<file path="src/rtl/mem_access_ctrl.sv">
// mem_access_ctrl: sequences RV64 loads/stores over a valid/ready memory bus with lane alignment and extension
module mem_access_ctrl #(
   parameter int REG_WIDTH  = 64,
   parameter int ADDR_WIDTH = 64
) (
   input  logic                    clk,
   input  logic                    rst,
   input  logic                    mem_read,
   input  logic                    mem_write,
   input  logic                    mem_sign,
   input  logic [1:0]              mem_width,
   input  logic [ADDR_WIDTH-1:0]   addr,
   input  logic [REG_WIDTH-1:0]    wdata,
   output logic [REG_WIDTH-1:0]    rdata,
   output logic                    stall,
   output logic                    fault,
   output logic                    bus_req_valid,
   input  logic                    bus_req_ready,
   output logic                    bus_req_we,
   output logic [ADDR_WIDTH-1:0]   bus_addr,
   output logic [REG_WIDTH-1:0]    bus_wdata,
   output logic [REG_WIDTH/8-1:0]  bus_wstrb,
   input  logic                    bus_resp_valid,
   input  logic [REG_WIDTH-1:0]    bus_resp_data
);
   localparam int NB = REG_WIDTH / 8;
   typedef enum logic [1:0] {IDLE, REQ, RESP, DONE} state_t;
   state_t               state;
   logic [1:0]           width_q;
   logic                 sign_q;
   logic [2:0]           off_q;
   logic                 access, illegal, aligned, accept;
   logic [2:0]           amask;
   logic [NB-1:0]        lmask;
   logic [REG_WIDTH-1:0] v, ext;
   // Decode the incoming request and build the extended load value from the latched access shape
   always_comb begin
      access  = mem_read | mem_write;
      illegal = mem_read & mem_write;
      amask   = mem_width == 2'd0 ? 3'd0 : mem_width == 2'd1 ? 3'd1 : mem_width == 2'd2 ? 3'd3 : 3'd7;
      lmask   = mem_width == 2'd0 ? NB'(8'h01) : mem_width == 2'd1 ? NB'(8'h03) : mem_width == 2'd2 ? NB'(8'h0F) : NB'(8'hFF);
      aligned = (addr[2:0] & amask) == 3'd0;
      accept  = !rst && state == IDLE && access && aligned && !illegal;
      fault   = !rst && state == IDLE && access && (!aligned || illegal);
      stall   = !rst && (accept || state == REQ || state == RESP);
      v       = bus_resp_data >> {off_q, 3'b000};
      ext     = width_q == 2'd0 ? {{(REG_WIDTH-8){!sign_q & v[7]}}, v[7:0]} :
                width_q == 2'd1 ? {{(REG_WIDTH-16){!sign_q & v[15]}}, v[15:0]} :
                width_q == 2'd2 ? {{(REG_WIDTH-32){!sign_q & v[31]}}, v[31:0]} : v;
   end
   // Access FSM: latch the request in IDLE, hold it on the bus until accepted, then await data or retire
   always_ff @(posedge clk) begin
      if (rst) begin
         state         <= IDLE;
         rdata         <= '0;
         bus_req_valid <= 1'b0;
         bus_req_we    <= 1'b0;
         bus_addr      <= '0;
         bus_wdata     <= '0;
         bus_wstrb     <= '0;
         width_q       <= '0;
         sign_q        <= 1'b0;
         off_q         <= '0;
      end else begin
         case (state)
            IDLE: if (accept) begin
               state         <= REQ;
               bus_req_valid <= 1'b1;
               bus_req_we    <= mem_write;
               bus_addr      <= {addr[ADDR_WIDTH-1:3], 3'b000};
               bus_wdata     <= wdata << {addr[2:0], 3'b000};
               bus_wstrb     <= lmask << addr[2:0];
               width_q       <= mem_width;
               sign_q        <= mem_sign;
               off_q         <= addr[2:0];
            end
            REQ: if (bus_req_ready) begin
               bus_req_valid <= 1'b0;
               state         <= bus_req_we ? DONE : RESP;
            end
            RESP: if (bus_resp_valid) begin
               rdata <= ext;
               state <= DONE;
            end
            DONE: state <= IDLE;
         endcase
      end
   end
endmodule

</file>
<file path="config.mk">
export PLATFORM = sky130hd
export DESIGN_NAME = mem_access_ctrl
export DESIGN_NICKNAME = d
export VERILOG_FILES = /design/src/rtl/mem_access_ctrl.sv
export SDC_FILE = /design/constraint.sdc
export NUM_CORES = 1
export LEC_CHECK = 0
export CORE_MARGIN = 2
export CORE_UTILIZATION = 40
export CTS_CLUSTER_SIZE = 40
export DETAILED_ROUTE_END_ITERATION = 10
export GPL_ROUTABILITY_DRIVEN = 0
export PLACE_DENSITY = 0.71
export SLEW_MARGIN = 25
export SYNTH_ARGS = -nofsm -noshare
export SYNTH_HDL_FRONTEND = slang
export SYNTH_SLANG_ARGS = --single-unit
</file>
<file path="constraint.sdc">
create_clock -name clk -period 2.5 [get_ports clk]
set_input_delay 0.375 -clock clk [delete_from_list [all_inputs] [get_ports clk]]
set_output_delay 0.375 -clock clk [all_outputs]
set_load 0.01 [all_outputs]
</file>
=== Word-level counts from Yosys, hierarchy flattened ===
Index checks and enable logic that the tools add are counted.

* Register bits after elaboration: 207
* Bits in latches: 0
* RAM bits: 0
* ROM bits: 0
* Bits of input ports: 201
* Output and inout bits: 204
* Logic and storage cells: 68
* Memories: 0

* Add/sub/neg operators: 0
* $mul: 0
* Div/mod/pow operators: 0
* Order comparisons: 0
* Eq/ne operators: 10
* Shift-type cells: 3
* Muxes and demuxes: 17
* Bitwise gates (word level): 6
* Reductions and logical operators: 22

{| class="wikitable"
|+ Operator list
! operator !! count
|-
| $mux W64 || 3
|-
| $shl A64 B6 Y64 || 1
|-
| $shr A64 B6 Y64 || 1
|-
| $mux W8 || 3
|-
| $mux W3 || 3
|-
| $eq A2 B2 Y1 const B || 4
|-
| $pmux W2 S4 || 1
|-
| $shl A8 B3 Y8 || 1
|-
| $eq A2 B1 Y1 const B || 3
|-
| $logic_and A1 B1 Y1 || 6
|-
| $logic_not A2 Y1 || 3
|-
| $mux W2 || 3
|-
| $ne A2 B2 Y1 const B || 3
|-
| $reduce_and A3 Y1 || 2
|-
| $and A1 B1 Y1 || 4
|-
| $logic_not A1 Y1 || 4
|-
| $reduce_and A2 Y1 || 2
|-
| $and A3 B3 Y3 || 1
|-
| $logic_not A3 Y1 || 1
|-
| $logic_or A1 B1 Y1 || 3
|-
| $mux W1 || 3
|-
| $pmux W1 S2 || 1
|-
| $reduce_bool A2 Y1 || 1
|-
| $or A1 B1 Y1 || 1
|}

=== Longest topological paths before layout ===
* Depth in word-level cells: 11
* Mapped depth: 10
* Mapped depth without buffers: 7

=== Least setup slack after synthesis ===
OpenSTA, ideal clock, no wires.

* Kind: input-to-output
* Start point: in addr[2]
* End point: out stall
* Data arrival time: 1,605 ps
* Data required time: 2,125 ps
* Setup slack: 520 ps
* Stages on the path: 6
* Path buffers: 3
* Cell sequence: buf_2 > a21oi_1 > o2111ai_1 > clkbuf_1 > clkbuf_1 > a21oi_1

* Cells in the longest elaborated chain, start to end: 7

{| class="wikitable"
|+ Ends and longest elaborated chain
! what !! line !! RTL
|-
| from (decl) || 12 || <nowiki>input logic [ADDR_WIDTH-1:0] addr,</nowiki>
|-
| $and A3 B3 Y3 || 42 || <nowiki>aligned = (addr[2:0] & amask) == 3'd0;</nowiki>
|-
| $logic_not A3 Y1 || 42 ||
|-
| $logic_and A1 B1 Y1 (2 in series) || 43 || <nowiki>accept = !rst && state == IDLE && access && aligned && !illegal;</nowiki>
|-
| $logic_or A1 B1 Y1 (2 in series) || 45 || <nowiki>stall = !rst && (accept || state == REQ || state == RESP);</nowiki>
|-
| $logic_and A1 B1 Y1 || 45 ||
|-
| to (decl) || 15 || <nowiki>output logic stall,</nowiki>
|}

No other way between the ends.

=== Worst setup path after layout ===
* Start point: reg state[1]
* End point: out stall

* Cells in the longest elaborated chain, start to end: 8
* Elaborated cells between the ends (all ways): 10
* Classes of those cells: 2 x eq/ne; 8 x reduce/logical

{| class="wikitable"
|+ Ends and longest elaborated chain
! what !! line !! RTL
|-
| from (decl) || 28 || <nowiki>state_t state;</nowiki>
|-
| from (signal assigned) || 79 || <nowiki>state <= bus_req_we ? DONE : RESP;</nowiki>
|-
| $logic_not A2 Y1 || 43 ||
|-
| $logic_and A1 B1 Y1 (4 in series) || 43 ||
|-
| $logic_or A1 B1 Y1 || 45 ||
|-
| $logic_or A1 B1 Y1 * || 45 ||
|-
| $logic_and A1 B1 Y1 * || 45 ||
|}

Every way passes the cells marked *; elsewhere a longest branch is shown, timed or not.

==> metrics.csv <==
stage,metric,value,unit
sta,finalCritPeriodShare,94.3,%
sta,worst_pin_slew,1.07,ns
sta,period_minus_slack,2.36,ns
power,ir_drop,0.508,mV
routing,first_pass_iters,7,
hold_path,hold_path.class,in -> reg,
layout,utilization,61.0,%
sta,setup_violations,0,
critical_path,rr_worst_depth,9,
routing,drcViolationCount,0,
floorplan,ios,405,
synth,synth_cell_type_count,57,
critical_path,critical_path.max_stage_delay,0.33,ns
cts,htree_levels,1,
critical_path,r2r_end,state[0],
power,p_leak,0.00608,uW
sta,finClkSkew,0.0113,ns
synth,ys.flop_type,dfxtp_1,
cts,numCtsBuffers,25,
cts,cts_tree,built,
floorplan,dieArea,29100,um2
critical_path,arrival,1.98,ns
cts,numClockSinks,207,
layout,fin_cells,2073,
place,dp.cells,2026,
layout,multi_input_area,6390,um2
cts,ctsHoldBuffers,0,
sta,hold_violations,0,
synth,synthCells,1309,
layout,drive_gt1_share,12.7,%
grt,grt_pass1_vias,11030,
cts,worstSkewPairLatency,0.51,ns
critical_path,slowest_stage,dfxtp_1,
cts,clk_pin_slew_worst_paths,0.06,ns
place,dp_hpwl,31.0,mm
layout,fill_cells,2357,
power,pwr-share-comb,29.2,%
place,portBuffers,401,
critical_path,cp_max_fo,4,
synth,synthArstFlopShare,0,%
synth,ys_seq_area_share,37.3,%
sta,worst_hold_slack,0.394,ns
critical_path,cp-startpoint,state[1],
critical_path,critical_path_class,reg -> out,
sta,fmax,0.424,GHz
cts,postCtsSetupRepairBufs,0,
synth,synth_warnings,0,
floorplan,row_count,60,
routing,ant_nets,0,
layout,area_growth_syn_to_layout,49.0,%
routing,wl_per_cell,20.2,um
routing,drt_iter0_drc,1003,
floorplan,core,27100,um2
synth,synth_area_per_cell,8.48,um2
grt,grt_first_pass_wirelength,62.7,mm
sta,slew_viol_final,0,
critical_path,cp_num_buf_inv,3,
power,intPower,7690,uW
critical_path,r2r-start,state[1],
run_status,status,"complete, no violations",
critical_path,worst-path-stages,7,
layout,regArea,4150,um2
power,p_clk_share,35.4,%
power,switching_share,29.4,%
job,maxCapViolCount,0,
power,power.density,659,nW/um2
grt,grt_max_degree,201,
power,power_frac_seq,35.4,%
grt,grtUsageTotal,27.8,%
routing,routed_via_density,5.47,
synth,synth_edf_count,0,
critical_path,cp.required,2.12,ns
critical_path,cp-start-kind,flip-flop,
grt,grt_overflow,0,
layout,final_cell_mix,"clkdlybuf4s50_1, nand2_1, dfxtp_1, nor2_1, mux2i_1",
critical_path,rrSetupSlack,0.29,ns
floorplan,die_w,171,um
layout,nets,1886,
critical_path,end_kind,primary output,
floorplan,start_util,41.0,%
sta,relSlewSlack,28.5,%
routing,via_count,11335,
critical_path,crit_end,stall,
synth,synth-seq-cells,207,
floorplan,die_height,171,um
grt,antenna_found_initial,4,
routing,routed_wirelength,41.8,mm
layout,final_common_cell,clkdlybuf4s50_1,
cts,cts_buffer_depth,3,
power,switchingPower,3200,uW
critical_path,cp_top_family,buffers and inverters,
critical_path,crit_chain,"inv_1, ha_2, nor2b_2, buf_4, o2111ai_4, a21oi_1, clkdlybuf4s15_1",
cts,clockRootBuffer,clkbuf_16,
synth,netlist_area,11100,um2
tightest hold or removal path: stages:
cell and delay (ns):
clkdlybuf4s50_1 0.39, nand2_1 0.05, nand2_1 0.04
worst min path at each step:
stage | startpoint | end | slack [ns] | cells past startpoint
after floorplan | addr[10] | bus_addr[10] | 0.47 | 2
after global routing | addr[50] | bus_addr[50] | 0.39 | 3
after CTS | addr[30] | bus_addr[30] | 0.37 | 3
after global placement | bus_wdata[23] | bus_wdata[23] | 0.44 | 2
after detailed placement | bus_wdata[24] | bus_wdata[24] | 0.45 | 2
final | addr[30] | bus_addr[30] | 0.39 | 3
registers in the layout, summed over array words and instances, names as in the netlist:
name           flops
sign_q             1
bus_req_we         1
width_q            2
bus_addr          61
bus_wstrb          8
off_q              3
rdata             64
bus_wdata         64
bus_req_valid      1
state              2
layout make-up:
type / count / area share [%]
timing repair buffer: 462 / 27.8
clock inverter: 7 / 0.832
clock buffer: 37 / 4.48
multi-input combinational: 972 / 38.6
sequential: 207 / 25.1
antenna: 3 / 0.0454
inverter: 13 / 0.295
tap: 372 / 2.81
Yosys cell counts (all sizes together) (2+ instances only):
| cell type | instances | share of area, % |
|---|---|---|
| nand2 | 266 | 9.0 |
| dfxtp | 207 | 37 |
| nor2 | 126 | 4.3 |
| mux2i | 95 | 8.6 |
| a211oi | 93 | 7.4 |
| clkbuf | 78 | 2.6 |
| nand3b | 69 | 4.7 |
| a21oi | 58 | 2.6 |
| mux2 | 51 | 5.2 |
| o21ai | 48 | 2.2 |
| buf | 41 | 2.4 |
| nand3 | 27 | 1.2 |
| mux4 | 18 | 3.7 |
| o22ai | 17 | 1.0 |
| inv | 11 | 0.37 |
| nand2b | 10 | 0.56 |
| a222oi | 9 | 0.81 |
| a22o | 9 | 0.71 |
| nor3 | 9 | 0.41 |
| or3 | 9 | 0.51 |
| a22oi | 8 | 0.54 |
| a32oi | 6 | 0.47 |
| o21bai | 6 | 0.41 |
| nor2b | 5 | 0.35 |
| ha | 4 | 0.45 |
| nor3b | 3 | 0.35 |
| or2 | 3 | 0.17 |
| a21o | 2 | 0.14 |
| a221oi | 2 | 0.16 |
| clkinv | 2 | 0.068 |
| nor4 | 2 | 0.30 |
| o211ai | 2 | 0.14 |
| o31ai | 2 | 0.14 |
routing by layer:
layer  track usage [%]  part of all wire (%)  vias to the layer above
met5                 0                 0.029                        -
met4              15.2                   6.0                        2
met3              7.31                   9.8                      119
met2              44.1                    45                      585
met1              34.3                    40                     5238
li1                  -                     -                     5391
power groups by stage:
| stage | sequential (uW) | combinational (uW) | clock (uW) |
|---|---|---|---|
| detailed placement | 3910 | 3150 | 0 |
| CTS | 3850 | 3170 | 3930 |
| finish | 3850 | 3180 | 3860 |
| global route | 3890 | 3410 | 4090 |
| floorplan | 4010 | 1490 | 0 |
| global placement | 3900 | 3130 | 0 |
stage by stage:
step | power [uW] | setup slack, ns | instance area [um2] | setup TNS, ns
floorplan | 5500 | 0.520 | 11100 | 0
global placement | 7030 | -0.0210 | 15600 | -0.0210
detailed placement | 7070 | -0.0118 | 15600 | -0.0125
CTS | 11000 | 0.0183 | 16500 | 0
global route | 11400 | -0.00774 | 16500 | -0.00774
finish | 10900 | 0.143 | 16500 | 0
kinds of logic (layout without fill, tap and decap cells):
logic type      Yosys count  after routing  share of synthesized area (%)
simple gates            530            530                           21.8
compound gates          270            270                           17.3
flops                   207            207                           37.3
mux                     164            164                           17.4
buf+inv                 132            519                           5.49
fa+ha+maj                 4              4                          0.451
other cells               1              6                         0.0338
xor+xnor                  1              1                         0.0789
timing repair:
item / in CTS / in global routing
resized for setup: 3 / 3
gates cloned: 0 / 0
setup endpoints to repair: 2 / 3
Power figures use the tool's default switching activity.
